==> src/rtl/timer_multi_mem_if.sv <==
`default_nettype none
// ============================================================================
// Module   : timer_multi_mem_if
// Brief    : Peripheral bus bundle (write strobe, byte enables, address, data).
// Revision : 1.0 - initial release
// ============================================================================
interface timer_multi_mem_if;
  logic        write_bus;
  logic [3:0]  be_bus;
  logic [31:0] addr_bus;
  logic [31:0] data_i_bus;
  logic [31:0] data_o_bus;

  modport master (
    output write_bus, be_bus, addr_bus, data_i_bus,
    input  data_o_bus
  );

  modport slave (
    input  write_bus, be_bus, addr_bus, data_i_bus,
    output data_o_bus
  );
endinterface
`default_nettype wire

==> src/rtl/timer_multi_mem.sv <==
`default_nettype none
// ============================================================================
// Module   : timer_multi_mem
// Brief    : NCH-channel prescaled auto-reload timer with byte-enable register
//            file; optional interrupt logic enabled by TIMER_MULTI_IRQ_EN.
// Revision : 1.0 - initial release
// ============================================================================
module timer_multi_mem #(
  parameter int NCH    = 4,
  parameter int CNT_W  = 32,
  parameter int BASE_W = 8
) (
  input  logic             clk_i,
  input  logic             rst_ni,
  timer_multi_mem_if.slave bus,
  output logic [NCH-1:0]   irq_o
);

  localparam int C_CH_W = BASE_W - 5;

  logic [C_CH_W-1:0] w_ch;
  logic [2:0]        w_off;
  logic [31:0]       w_mask;
  logic [31:0]       w_ch_rd [NCH];
  logic [31:0]       w_rdata;
  logic              w_unused_addr;

  assign w_ch   = bus.addr_bus[BASE_W-1:5];
  assign w_off  = bus.addr_bus[4:2];
  assign w_mask = {{8{bus.be_bus[3]}}, {8{bus.be_bus[2]}},
                   {8{bus.be_bus[1]}}, {8{bus.be_bus[0]}}};
  assign w_unused_addr = ^{bus.addr_bus[31:BASE_W], bus.addr_bus[1:0]};

  function automatic logic [CNT_W-1:0] merge(input logic [CNT_W-1:0] old_val,
                                             input logic [31:0]      wdata,
                                             input logic [31:0]      mask);
    logic [31:0] o32;
    o32 = 32'(old_val);
    return CNT_W'((o32 & ~mask) | (wdata & mask));
  endfunction

  for (genvar c = 0; c < NCH; c++) begin : g_ch
    logic [CNT_W-1:0] r_pre, r_are, r_cnt, r_evn, r_pcnt;
    logic             r_ena, r_mod, r_evc;
    logic             w_sel, w_wr_pre, w_wr_are, w_wr_cnt, w_wr_evn;
    logic             w_ctrl_wr, w_clr, w_w1c, w_pmatch, w_tick, w_event;
    logic [CNT_W-1:0] w_pcnt_hw, w_cnt_hw, w_evn_hw;
    logic [31:0]      w_rd;

    assign w_sel     = bus.write_bus && (w_ch == C_CH_W'(c));
    assign w_wr_pre  = w_sel && (w_off == 3'd0);
    assign w_wr_are  = w_sel && (w_off == 3'd1);
    assign w_ctrl_wr = w_sel && (w_off == 3'd2) && bus.be_bus[0];
    assign w_wr_cnt  = w_sel && (w_off == 3'd3) && (|bus.be_bus);
    assign w_wr_evn  = w_sel && (w_off == 3'd4);
    assign w_w1c     = w_sel && (w_off == 3'd5) && bus.be_bus[0] && bus.data_i_bus[0];
    assign w_clr     = w_ctrl_wr && bus.data_i_bus[2];

    // A CNT write owns the counter for that cycle, so the tick is dropped.
    assign w_pmatch  = (r_pcnt == r_pre);
    assign w_tick    = r_ena && w_pmatch && !w_wr_cnt;
    assign w_event   = w_tick && (r_cnt == r_are);
    assign w_pcnt_hw = !r_ena ? r_pcnt : (w_pmatch ? '0 : r_pcnt + CNT_W'(1));
    assign w_cnt_hw  = w_event ? '0 : (w_tick ? r_cnt + CNT_W'(1) : r_cnt);
    assign w_evn_hw  = w_event ? r_evn + CNT_W'(1) : r_evn;

    always_ff @(posedge clk_i or negedge rst_ni) begin
      if (!rst_ni) begin
        r_pre  <= '0;
        r_are  <= '0;
        r_cnt  <= '0;
        r_evn  <= '0;
        r_pcnt <= '0;
        r_ena  <= 1'b0;
        r_mod  <= 1'b0;
        r_evc  <= 1'b0;
      end else begin
        if (w_wr_pre) r_pre <= merge(r_pre, bus.data_i_bus, w_mask);
        if (w_wr_are) r_are <= merge(r_are, bus.data_i_bus, w_mask);
        if (w_clr) begin
          r_pcnt <= '0;
          r_cnt  <= '0;
          r_evn  <= '0;
          r_evc  <= 1'b0;
        end else begin
          r_pcnt <= w_pcnt_hw;
          r_cnt  <= w_wr_cnt ? merge(w_cnt_hw, bus.data_i_bus, w_mask) : w_cnt_hw;
          r_evn  <= w_wr_evn ? merge(w_evn_hw, bus.data_i_bus, w_mask) : w_evn_hw;
          r_evc  <= (r_evc & ~w_w1c) | w_event;
        end
        if (w_ctrl_wr) begin
          r_ena <= bus.data_i_bus[0];
          r_mod <= bus.data_i_bus[1];
        end else if (w_event && !r_mod) begin
          r_ena <= 1'b0;
        end
      end
    end

`ifdef TIMER_MULTI_IRQ_EN
    logic r_ien, r_irq;

    always_ff @(posedge clk_i or negedge rst_ni) begin
      if (!rst_ni) begin
        r_ien <= 1'b0;
        r_irq <= 1'b0;
      end else begin
        if (w_sel && (w_off == 3'd6) && bus.be_bus[0]) r_ien <= bus.data_i_bus[0];
        r_irq <= r_evc & r_ien;
      end
    end

    assign irq_o[c] = r_irq;
`else
    assign irq_o[c] = 1'b0;
`endif

    always_comb begin
      w_rd = '0;
      case (w_off)
        3'd0: w_rd = 32'(r_pre);
        3'd1: w_rd = 32'(r_are);
        3'd2: w_rd = {30'd0, r_mod, r_ena};
        3'd3: w_rd = 32'(r_cnt);
        3'd4: w_rd = 32'(r_evn);
        3'd5: w_rd = {31'd0, r_evc};
`ifdef TIMER_MULTI_IRQ_EN
        3'd6: w_rd = {31'd0, r_ien};
`endif
        default: w_rd = '0;
      endcase
    end

    assign w_ch_rd[c] = w_rd;
  end

  always_comb begin
    w_rdata = '0;
    for (int c = 0; c < NCH; c++) begin
      if (w_ch == C_CH_W'(c)) w_rdata = w_ch_rd[c];
    end
  end

  assign bus.data_o_bus = w_rdata & w_mask;

endmodule
`default_nettype wire

==> src/flat_wrapper.sv <==
// flat-port wrapper written by rule: the top's interface ports become plain ports
module timer_multi_mem_flat 
#(
  parameter int NCH    = 4,
  parameter int CNT_W  = 32,
  parameter int BASE_W = 8
)
  (clk_i, rst_ni, irq_o, bus_write_bus, bus_be_bus, bus_addr_bus, bus_data_i_bus, bus_data_o_bus);
  timer_multi_mem_if bus_i ();
  input  logic clk_i;
  input  logic rst_ni;
  output logic [NCH-1:0] irq_o;
  input wire logic [$bits(bus_i.write_bus)-1:0] bus_write_bus;
  input wire logic [$bits(bus_i.be_bus)-1:0] bus_be_bus;
  input wire logic [$bits(bus_i.addr_bus)-1:0] bus_addr_bus;
  input wire logic [$bits(bus_i.data_i_bus)-1:0] bus_data_i_bus;
  output wire logic [$bits(bus_i.data_o_bus)-1:0] bus_data_o_bus;
  assign bus_i.write_bus = bus_write_bus;
  assign bus_i.be_bus = bus_be_bus;
  assign bus_i.addr_bus = bus_addr_bus;
  assign bus_i.data_i_bus = bus_data_i_bus;
  assign bus_data_o_bus = bus_i.data_o_bus;
  timer_multi_mem #(.NCH(NCH), .CNT_W(CNT_W), .BASE_W(BASE_W)) u_core (.clk_i(clk_i), .rst_ni(rst_ni), .bus(bus_i), .irq_o(irq_o));
endmodule
==> config.mk <==
export PLATFORM = sky130hd
export DESIGN_NAME = timer_multi_mem_flat
export DESIGN_NICKNAME = d
export VERILOG_FILES = /design/src/rtl/timer_multi_mem_if.sv /design/src/rtl/timer_multi_mem.sv /design/src/flat_wrapper.sv
export SDC_FILE = /design/constraint.sdc
export NUM_CORES = 2
export LEC_CHECK = 0
export CORE_UTILIZATION = 30
export CTS_BUF_LIST = sky130_fd_sc_hd__clkbuf_16
export DETAILED_ROUTE_END_ITERATION = 16
export GPL_TIMING_DRIVEN = 0
export HOLD_SLACK_MARGIN = 0.03
export PLACE_DENSITY = 0.55
export SYNTH_ARGS = -nofsm -noshare
export SYNTH_HDL_FRONTEND = slang
export SYNTH_SLANG_ARGS = --single-unit
export TNS_END_PERCENT = 20
==> constraint.sdc <==
create_clock -name clk_i -period 3.9 [get_ports clk_i]
set_clock_uncertainty 0.05 [all_clocks]
set_input_delay 1.17 -clock clk_i [delete_from_list [all_inputs] [get_ports clk_i]]
set_output_delay 1.17 -clock clk_i [all_outputs]
set_load 0.01 [all_outputs]
[Word level (Yosys, flattened, before mapping)]
Cells that the tools add are included.
W data, S select, Z words.
Word-level totals
  register bits after elaboration: 652
  latch bits: 0
  bits in writable memories: 0
  bits in read-only memories: 0
  input bits: 71
  output and inout bits: 36
  logic and storage cells: 250
  memories kept: 0
Operators by class
  add/sub/neg operators: 12
  multipliers: 0
  div/mod/pow operators: 0
  order comparisons: 0
  equality and inequality tests: 16
  shift-type cells: 0
  muxes and demuxes: 60
  bitwise logic cells: 47
  reduce and logical (&&, ||, !) cells: 83
Operator list (count)
  $mux W32: 44
  $pmux W32 S6: 4
  $and A32 B32 Y32: 18
  $or A32 B32 Y32: 16
  $add A32 B1 Y32 const B: 12
  $eq A32 B32 Y1: 8
  $logic_and A1 B1 Y1: 64
  $not A32 Y32: 1
  $reduce_bool A2 Y1: 8
  $eq A3 B2 Y1 const B: 4
  $mux W1: 12
  $logic_not A1 Y1: 8
  $eq A3 B1 Y1 const B: 2
  $eq A3 B3 Y1 const B: 2
  $logic_not A3 Y1: 2
  $and A1 B1 Y1: 4
  $not A1 Y1: 4
  $or A1 B1 Y1: 4
  $reduce_or A4 Y1: 1

[Depth between registers and ports, before layout]
  depth after elaboration: 12
  depth in mapped cells: 12
  gate-level depth less buffers: 8

[Least setup slack after synthesis]
Ideal clock, no wire load.
  kind: input to output
  start: input bus_addr_bus[4]
  end: output bus_data_o_bus[21]
  arrival: 3014 ps
  required time: 2680 ps
  setup slack: -334 ps
  stages on the path: 9
  buffers on the path: 3
  cell sequence: clkbuf_1 > buf_1 > buf_1 > mux2i_1 > nor2_1 > a21oi_1 > o21ai_0 > a31oi_1 > nor3_1
On the way
  longest elaborated chain between the ends: 7
Ends and longest elaborated chain
  from (decl): line flat_wrapper.sv:15  | input wire logic [$bits(bus_i.addr_bus)-1:0] bus_addr_bus;
  $eq A3 B3 Y1, or another cell as far along: line timer_multi_mem.sv:120  | case (w_off)
  $pmux W32 S6: line timer_multi_mem.sv:120
  $mux W32 (3 in series): line timer_multi_mem.sv:140  | if (w_ch == C_CH_W'(c)) w_rdata = w_ch_rd[c];
  $mux W32 *: line timer_multi_mem.sv:140
  $and A32 B32 Y32 *: line timer_multi_mem.sv:144  | assign bus.data_o_bus = w_rdata & w_mask;
  to (decl): line flat_wrapper.sv:17  | output wire logic [$bits(bus_i.data_o_bus)-1:0] bus_data_o_bus;
Mark *: on every way between the ends. The rest lies on a longest branch, timed or not.

[Final worst setup path]
  start: input bus_addr_bus[4]
  end: output bus_data_o_bus[6]
The elaborated chain is that of the path after synthesis.

==> qor.yml <==
timing:
  layout_setup_ws_ps: -723
  period_needed_ps: 4620
  rsz0062_at_grt: "yes"
  finalSetupViolations: 51
  max_slew_margin_pct: -11.2
  slew_viol_final: 100
  max_freq_mhz: 216
  tightestPinTransition_ps: 1670
  fin_crit_sh_pct: 119
  hold_viol_final: 0
  holdWs_ps: 355
layout:
  final_area_um2: 48800
  area_delta_synth_final_pct: 21.7
  final_common_cell: "dfrtp_1"
  drive_above_1_share_pct: 19.0
  final_cell_mix: "dfrtp_1, xor2_1, a21oi_1, nand2_1, o21ai_0"
  nets: 4739
logic_synthesis:
  synth.mux.area_fraction_pct: 10.4
  synthAdderAreaFrac_pct: 0.374
  synth_xor_area_share_pct: 11.8
  seq_area_frac_synth_pct: 40.7
  syn_area_um2: 40100
  synth_top_family_by_area: "simple AND/OR/NAND/NOR gates"
  synth_compound_gate_area_share_pct: 14.0
  ys_ff_latch: 652
  yosysWarnings: 0
  synthesis.instances: 4448
  synth_ff_type: "dfrtp_1"
  postSynthAreaPerCell_um2: 9.02
  synthArstFlopShare_pct: 100
  synth_enable_flop_cells: 0
  yosys.area_share.simple_pct: 19.4
  yosysUniqueCellTypes: 75
setup_path:
  critPathLaunchType: "input port"
  cp-end-kind: "output pin"
  cpPeakStageDelay_ps: 370
  slowest_stage: "o211ai_1"
  required_ps: 2680
  critPathMaxFanout: 7
  arrival_ps: 3400
  cpMostUsedCell: "buf_12"
  crit_path_cell_trace: "buf_12 -> clkbuf_16 -> buf_16 -> buf_12 -> buf_4 -> mux2i_2 -> nor2_1 -> a21oi_1 -> o211ai_1 -> a31oi_2 -> nor3_4 -> buf_2"
  crit_type: "input port to output pin"
status:
  violations: "capacitance limit, slew limit, setup timing"
  status: "finished with violations"
route:
  vias_per_cell: 6.11
  drt.antenna.violating_nets: 0
  first_iter_violations: 6833
  finalWirelength_mm: 201
  via_count: 39700
  routedWlPerCell_um: 30.9
  drc_errors: 0
  drtPass1Iterations: 9
floorplanning:
  die_w_um: 368
  start_util_pct: 30.4
  ioPinCount: 107
  die_h_um: 368
  fp.dieArea_um2: 135000
  core_area_um2: 132000
  std_cell_rows: 133
clocking:
  cts_buffer_depth: 3
  cts_tree: "built"
  root_buffer: "clkbuf_16"
  cts_buffers: 81
  cts.sinks: 652
  htree_levels: 3
  clk_latency_ps: 670
  path_clk_slew_ps: 60
  cts_hold_buf: 0
grt:
  grt_use_total_pct: 28.7
  grt_pass1_wl_mm: 278
  grt_pass1_vias: 36500
  grt_remaining_overflow: 0
  grt_max_degree: 118
  antenna_found_initial: 42
place:
  io_buffers: 72
  post-dp-hpwl_mm: 143
  routabilityCongestion: 1.12
  dpl_cell_area_um2: 43400
power_and_ir_drop:
  worst_ir_drop_vdd_v: 0.000285
  power.leakage_uw: 0.0211
  power_density_nw_per_um2: 403
job:
  cap_violations: 11
hold_path:
  hold_class: "input port to asynchronous set/reset pin"
synth_stat cells (all sizes together) (6+ instances only):
cell type	number	area [um2]
a211oi	34	270
a21o	6	45.0
a21oi	343	1720
a221oi	8	70.1
a22o	12	105
a22oi	49	368
a31oi	63	394
and2	37	231
and3	133	837
and4	33	289
buf	46	208
clkbuf	273	1030
dfrtp	652	16300
ha	12	150
inv	30	113
mux2	287	3230
mux2i	94	941
nand2	365	1370
nand2b	16	108
nand3	184	921
nand3b	20	150
nand4	158	988
nor2	290	1090
nor2b	18	113
nor3	107	546
nor3b	6	45.0
nor4	99	676
o211ai	33	248
o21ai	390	1950
o22ai	10	62.6
o31ai	11	82.6
or2	9	56.3
or3	21	131
or4	6	48.8
xnor2	160	1400
xor2	379	3320
final timing paths:
| path | startpoint | end | slack, ps | cells past startpoint |
|---|---|---|---|---|
| max in group asynchronous | rst_ni | u_core.g_ch[2].r_pcnt[19] | 2000 | 3 |
| worst max register to register | u_core.g_ch[2].r_cnt[7] | u_core.g_ch[2].r_evn[5] | 330 | 10 |
| min in group clk_i | u_core.g_ch[0].r_pcnt[31] | u_core.g_ch[0].r_pcnt[31] | 460 | 1 |
| worst max-delay path | bus_addr_bus[4] | bus_data_o_bus[6] | -720 | 12 |
| worst min register to register | u_core.g_ch[0].r_pcnt[31] | u_core.g_ch[0].r_pcnt[31] | 460 | 1 |
| worst min-delay path | rst_ni | u_core.g_ch[0].r_pcnt[12] | 360 | 1 |
per-layer routing:
metal	vias up	share of wire [%]	GRT usage (%)
li1	16500	-	-
met1	19600	39	38.8
met2	2927	40	39.2
met3	669	14	10.3
met4	22	6.5	16.0
met5	-	0.076	0
power breakdown:
group          total (uW)  internal [uW]  switching, uW
sequential           8440           7380           1060
combinational        3510           1370           2140
clock                7710           4440           3260
total               19700          13200           6470
per-stage QoR:
step                      util (%)  setup slack, ps  total power (uW)  TNS [ps]  std cells
final                         36.9             -723             19700    -19910       6497
after global routing          36.9             -685             20200    -20310       6478
after CTS                     36.6             -505             19400    -12960       6463
after detailed placement      32.8            -3400             11500   -686210       6286
after global placement        32.6           -29890             11400         -       6278
after floorplan                  -            -67.2              9830     -1030       4451
critical path, delay by kind of cell:
| family | cells | cell delay, ps |
|---|---|---|
| AO/OA/AOI/OAI | 3 | 640 |
| multiplexers | 1 | 160 |
| buffers and inverters | 6 | 920 |
| AND/OR/NAND/NOR | 2 | 480 |
timing repair:
item                                    CTS  global route
pin swaps                               110            83
buffers inserted                         32            16
endpoints found under the setup margin  460           230
resized for setup                       739            99
logic make-up (layout without fill, tap and decap cells):
| kind of cell | after synthesis | in the layout |
|---|---|---|
| multiplexers | 381 | 381 |
| flip-flops | 652 | 652 |
| AO/OA/AOI/OAI | 992 | 992 |
| AND/OR/NAND/NOR | 1522 | 1522 |
| other | 1 | 24 |
| buffers and inverters | 349 | 620 |
| XOR/XNOR | 539 | 539 |
| adder cells (fa/ha/maj) | 12 | 12 |
layout make-up:
class	count	area (um2)
multi-input cells	3450	23900
plain buffers	314	2220
fillers	13400	83300
well taps	1755	2200
clock buffers	85	2130
diodes	20	50.0
repair buffers	127	1380
clock inverters	64	482
inverters	30	113
flip-flops and latches	652	16300
No activity file was read; power rests on OpenSTA's default activity.
